## config.mk

```make
export PLATFORM = sky130hd
export DESIGN_NAME = uart_tx_ext
export DESIGN_NICKNAME = d
export VERILOG_FILES = /design/src/rtl/uart_pkg.sv /design/src/rtl/uart_tx_ext.sv
export SDC_FILE = /design/constraint.sdc
export NUM_CORES = 1
export LEC_CHECK = 0
export ABC_AREA = 1
export BUFFER_PORTS_ARGS = -buffer_cell sky130_fd_sc_hd__clkbuf_2
export CORE_MARGIN = 5
export CORE_UTILIZATION = 39
export CTS_BUF_LIST = sky130_fd_sc_hd__clkbuf_8 sky130_fd_sc_hd__clkbuf_16
export DETAILED_ROUTE_END_ITERATION = 6
export GPL_ROUTABILITY_DRIVEN = 0
export GPL_TIMING_DRIVEN = 1
export PLACE_DENSITY = 0.65
export SETUP_SLACK_MARGIN = 0.1
export SLEW_MARGIN = 20
export SYNTH_ARGS = -nofsm -noshare
export SYNTH_HDL_FRONTEND = slang
export SYNTH_SLANG_ARGS = --single-unit
```

## constraint.sdc

```tcl
create_clock -name clk -period 3.6 [get_ports clk]
set_input_delay 0 -clock clk [delete_from_list [all_inputs] [get_ports clk]]
set_output_delay 0 -clock clk [all_outputs]
set_load 0.005 [all_outputs]
```

## src/rtl/uart_pkg.sv

```systemverilog
// Shared UART types and helpers used by the transmitter (and the receiver).
package uart_pkg;

    // Widest data word any UART block in this slice supports.
    localparam int MAX_DATA_WIDTH = 16;

    typedef enum logic [2:0] {
        IDLE,
        START,
        DATA,
        PARITY,
        STOP
    } tx_state_t;

    // Encoding 2'b11 is not a member and behaves as PAR_NONE.
    typedef enum logic [1:0] {
        PAR_NONE = 2'b00,
        PAR_EVEN = 2'b01,
        PAR_ODD  = 2'b10
    } parity_mode_t;

    // Parity bit over a zero-extended data word; zero padding never changes the XOR.
    function automatic logic calc_parity(input logic [MAX_DATA_WIDTH-1:0] data, input logic odd);
        return (^data) ^ odd;
    endfunction

    function automatic logic parity_enabled(input logic [1:0] mode);
        return (mode == PAR_EVEN) || (mode == PAR_ODD);
    endfunction

endpackage

```

## src/rtl/uart_tx_ext.sv

```systemverilog
// Parametrised UART transmitter: valid/ready input with a one-entry holding
// register, optional even/odd parity, 1 or 2 stop bits, fully registered outputs.
module uart_tx_ext
    import uart_pkg::*;
#(
    parameter int DATA_WIDTH = 8,
    parameter int OVERSAMPLE = 16
) (
    input  logic                  clk,
    input  logic                  arst_n,
    input  logic                  tick,
    input  logic [DATA_WIDTH-1:0] s_data,
    input  logic                  s_valid,
    output logic                  s_ready,
    input  logic [1:0]            parity_mode,
    input  logic                  stop2,
    output logic                  tx,
    output logic                  busy,
    output logic                  tx_done
);

    localparam int CNT_W = $clog2(OVERSAMPLE);
    localparam int IDX_W = $clog2(DATA_WIDTH);
    localparam logic [CNT_W-1:0] CNT_LAST = CNT_W'(OVERSAMPLE - 1);
    localparam logic [IDX_W-1:0] IDX_LAST = IDX_W'(DATA_WIDTH - 1);

    tx_state_t             state, state_next;
    logic [CNT_W-1:0]      tick_cnt, tick_cnt_next;
    logic [IDX_W-1:0]      bit_idx, bit_idx_next;
    logic [DATA_WIDTH-1:0] shift_reg, shift_next;
    logic [DATA_WIDTH-1:0] hold_data;
    logic                  hold_valid, hold_valid_next;
    logic                  par_en, par_en_next;
    logic                  par_val, par_val_next;
    logic                  stop2_cfg, stop2_cfg_next;
    logic                  stop_second, stop_second_next;
    logic                  tx_next, busy_next, tx_done_next;
    logic                  accept, load, period_end;

    // The holding register is the only thing gating new beats, not the FSM.
    assign s_ready    = ~hold_valid;
    assign accept     = s_valid && s_ready;
    assign period_end = tick && (tick_cnt == CNT_LAST);

    // Capture the offered word into the holding register on accept.
    always_ff @(posedge clk or negedge arst_n) begin
        // NOTE: hold_data is qualified by hold_valid, so its reset only keeps X out of simulation.
        if (!arst_n) begin
            hold_data <= '0;
        end else if (accept) begin
            hold_data <= s_data;
        end
    end

    // Next-state, datapath and next-output decode for the frame FSM.
    always_comb begin
        // NOTE: every variable gets a default here so no path can infer a latch.
        state_next       = state;
        tick_cnt_next    = tick_cnt;
        bit_idx_next     = bit_idx;
        shift_next       = shift_reg;
        par_en_next      = par_en;
        par_val_next     = par_val;
        stop2_cfg_next   = stop2_cfg;
        stop_second_next = stop_second;
        tx_done_next     = 1'b0;
        load             = 1'b0;

        // Bit-period timing; ticks in IDLE are ignored, the counter restarts at each bit boundary.
        if (state != IDLE && tick) begin
            tick_cnt_next = period_end ? '0 : tick_cnt + CNT_W'(1);
        end

        case (state)
            IDLE:   load = hold_valid;
            START:  if (period_end) begin
                        state_next   = DATA;
                        bit_idx_next = '0;
                    end
            DATA:   if (period_end) begin
                        shift_next   = shift_reg >> 1;
                        bit_idx_next = bit_idx + IDX_W'(1);
                        if (bit_idx == IDX_LAST) begin
                            state_next = par_en ? PARITY : STOP;
                        end
                    end
            PARITY: if (period_end) begin
                        state_next = STOP;
                    end
            STOP:   if (period_end) begin
                        if (stop2_cfg && !stop_second) begin
                            stop_second_next = 1'b1;
                        end else begin
                            tx_done_next = 1'b1;
                            state_next   = IDLE;
                            load         = hold_valid;
                        end
                    end
            default: state_next = IDLE;
        endcase

        // Frame load: line configuration is frozen here for the whole frame.
        if (load) begin
            state_next       = START;
            tick_cnt_next    = '0;
            bit_idx_next     = '0;
            shift_next       = hold_data;
            par_en_next      = parity_enabled(parity_mode);
            par_val_next     = calc_parity(MAX_DATA_WIDTH'(hold_data), parity_mode == PAR_ODD);
            stop2_cfg_next   = stop2;
            stop_second_next = 1'b0;
        end

        // Accept and unload never coincide because s_ready is low while full.
        hold_valid_next = hold_valid;
        if (accept) begin
            hold_valid_next = 1'b1;
        end else if (load) begin
            hold_valid_next = 1'b0;
        end

        // Line level is decoded from the next state so tx comes straight from a flop.
        case (state_next)
            START:   tx_next = 1'b0;
            DATA:    tx_next = shift_next[0];
            PARITY:  tx_next = par_val_next;
            default: tx_next = 1'b1;
        endcase
        busy_next = (state_next != IDLE);
    end

    // State, datapath and registered outputs.
    always_ff @(posedge clk or negedge arst_n) begin
        // NOTE: non-blocking assignments make every flop sample pre-edge values, as hardware does.
        if (!arst_n) begin
            state       <= IDLE;
            tick_cnt    <= '0;
            bit_idx     <= '0;
            shift_reg   <= '0;
            hold_valid  <= 1'b0;
            par_en      <= 1'b0;
            par_val     <= 1'b0;
            stop2_cfg   <= 1'b0;
            stop_second <= 1'b0;
            tx          <= 1'b1;
            busy        <= 1'b0;
            tx_done     <= 1'b0;
        end else begin
            state       <= state_next;
            tick_cnt    <= tick_cnt_next;
            bit_idx     <= bit_idx_next;
            shift_reg   <= shift_next;
            hold_valid  <= hold_valid_next;
            par_en      <= par_en_next;
            par_val     <= par_val_next;
            stop2_cfg   <= stop2_cfg_next;
            stop_second <= stop_second_next;
            tx          <= tx_next;
            busy        <= busy_next;
            tx_done     <= tx_done_next;
        end
    end

endmodule

```

==> impl_metrics.toml <==
[synthesis]
synth_cells = 212
syn_nets = 231
synth-seq-area-share_pct = 48.2
yosysTopAreaCellShare_pct = 46.7
synthTopCellsByCount = "nand2_1 (56), dfrtp_1 (33), inv_1 (32)"
ys_ff_latch = 34
synth.area.top_cells = "dfrtp_1 (47%), nand2_1 (12%), inv_1 (6.8%), nor2_1 (3.8%), nand3_1 (3.7%)"
yosysMostFrequentCell = "nand2_1"
synth-warning-count = 0
syn_avg_cell_area_um2 = 8.34
ys.flop_type = "dfrtp_1"
synth-edff-count = 0
async_flop_share_pct = 100
syn-cell-area_um2 = 1770
yosysTopAreaCell = "dfrtp_1"
yosysUniqueCellTypes = 31

[cts]
ctsResizeCount = 0
cts_max_path_buffers = 2
cts.sinks = 34
clk_latency_ps = 290
root_buffer = "clkbuf_8"
cts_setup_buffers = 0
ctsHoldBuffers = 10
clk_pin_slew_worst_paths_ps = 70
htreeDepth = 2
cts_tree = "built"
cts_made_buffers = 5

[detailed_routing]
num_vias = 1427
dr.pass1.iters = 4
drc = 0
ant_nets = 0
wl_met1_um = 1830
top_layer_used = "met4"
drt-initial-drc-count = 52
met2WireLength_um = 1370
wl_um = 3410
post_drt_wl_per_cell_um = 11.5
dr_wl_met3_um = 169
viasPerCell = 4.80

[sta]
fmax_mhz = 544
finalSetupTns_ps = 0
period_needed_ps = 1840
hold_viol = 0
maxSlewViolCount = 0
relSlewSlack_pct = 45.1
worstMarginPinSlew_ps = 823
skew_ps = 4.77
rsz0062_at_grt = "no"
setup-violations-final = 0
period_share_pct = 51.1

[power]
p_per_area_nw_per_um2 = 759
swShare_pct = 39.2
max-vdd-ir-drop_uv = 383
combPwrFrac_pct = 39.5
p_sw_uw = 627
power.internal_uw = 971
sequentialPowerShare_pct = 39.7
clockPowerShare_pct = 20.8
p_leak_nw = 1.13
p_total_mw = 1.60

[placement]
port-buffer-count = 18
place_inst = 279
post_dp_cell_area_um2 = 1900
dp_hpwl_um = 2470

[critical_path]
cp_data_required_time_ps = 3810
crit_type = "flop to flop"
worst_ep_arrival_time_ps = 2050
crit_path_start_kind = "flop"
path_max_fanout = 16
setup.worst_path.end_class = "flop"

[finish]
nets = 263
final_area_um2 = 2110
finalNonFillerCells = 297
final_core_util_pct = 48.1
drive_above_1_share_pct = 17.1
diodes = 0
area_growth_pct = 19.2
nFillCells = 428

[global_routing]
grtUsageTotal_pct = 12.7
grt_max_degree = 35
grt_pass1_vias = 1371
antenna_found_initial = 0
overflow = 0
grt_pass1_wl_um = 6200

[die]
die_h_um = 77.3
core-area_um2 = 4380
ioPinCount = 19
start_util_pct = 40.3
rows = 24
die_w_um = 77.3
dieArea_um2 = 5980

[outcome]
status = "complete, no violations"

[min_path]
hp-class = "primary input to flop"

[run]
maxCapViolCount = 0
## logic make-up after synthesis
| kind of cell | Yosys count | synth area share, % |
|---|---|---|
| simple gates | 107 | 29.1 |
| fa+ha+maj | 4 | 2.83 |
| mux | 1 | 0.637 |
| buf+inv | 36 | 8.56 |
| flops | 34 | 48.2 |
| compound gates | 29 | 10.2 |
| xor+xnor | 1 | 0.495 |
## worst max-delay path: stages (launching register included)
cell	delay, ps
dfrtp_1	410
ha_1	230
nand2_2	130
nor2_8	80
nand2_4	70
nand2_4	50
nand3_4	190
clkinv_2	180
or2_1	250
nand3_1	110
nand3_1	80
## power groups by stage
stage	Clock [mW]	Sequential [mW]	Combinational (mW)
after global placement	0	0.638	0.619
after global routing	0.361	0.655	0.740
after CTS	0.347	0.634	0.642
final	0.332	0.634	0.632
after floorplan	0	0.619	0.512
after detailed placement	0	0.640	0.631
## layout by cell type (no fill, tap or decap), types with 2 or more instances in the layout
| cell type | n |
|---|---|
| o21ai_2 | 2 |
| nor2_1 | 18 |
| dlygate4sd3_1 | 10 |
| ha_1 | 4 |
| a21oi_1 | 8 |
| nor3_1 | 2 |
| nand3_1 | 13 |
| nand2_1 | 56 |
| dfrtp_1 | 33 |
| nand2_2 | 2 |
| clkbuf_2 | 18 |
| clkbuf_8 | 8 |
| o21ai_0 | 9 |
| inv_1 | 32 |
| o221ai_1 | 6 |
| nand4_1 | 5 |
| nand2_4 | 4 |
## metrics by stage
| step | worst slack, ps | hold WS [ps] |
|---|---|---|
| final | 1760 | 23.3 |
| after floorplan | 1960 | -296 |
| after global placement | 1820 | 145 |
| after global routing | 1610 | 49.2 |
| after detailed placement | 1750 | 150 |
| after CTS | 1750 | 23.1 |
## worst paths after layout
check,from,endpoint,slack [ps],cells after the start
setup / recovery,tick_cnt[0],tx,1760,10
setup reg to reg,tick_cnt[0],tx,1760,10
hold reg to reg,bit_idx[1],bit_idx[1],480,2
hold / removal,parity_mode[1],par_en,20,3
max in group asynchronous,arst_n,bit_idx[1],2750,2
min in group asynchronous,arst_n,hold_data[4],330,2
## routing by layer
| metal | track usage (%) | vias up |
|---|---|---|
| met5 | 0 | - |
| li1 | - | 746 |
| met1 | 18.8 | 647 |
| met2 | 17.3 | 28 |
| met3 | 4.75 | 6 |
| met4 | 3.61 | 0 |
## cell type report
cell class	instances	area [um^2]	area share, %
Tap cell	52	65.1	3.09
Sequential cell	34	852	40.4
Clock buffer	8	110	5.23
Multi-Input combinational cell	142	764	36.3
Timing Repair Buffer	28	190	9.03
Inverter	33	125	5.94
Power figures use the tool's default switching activity.
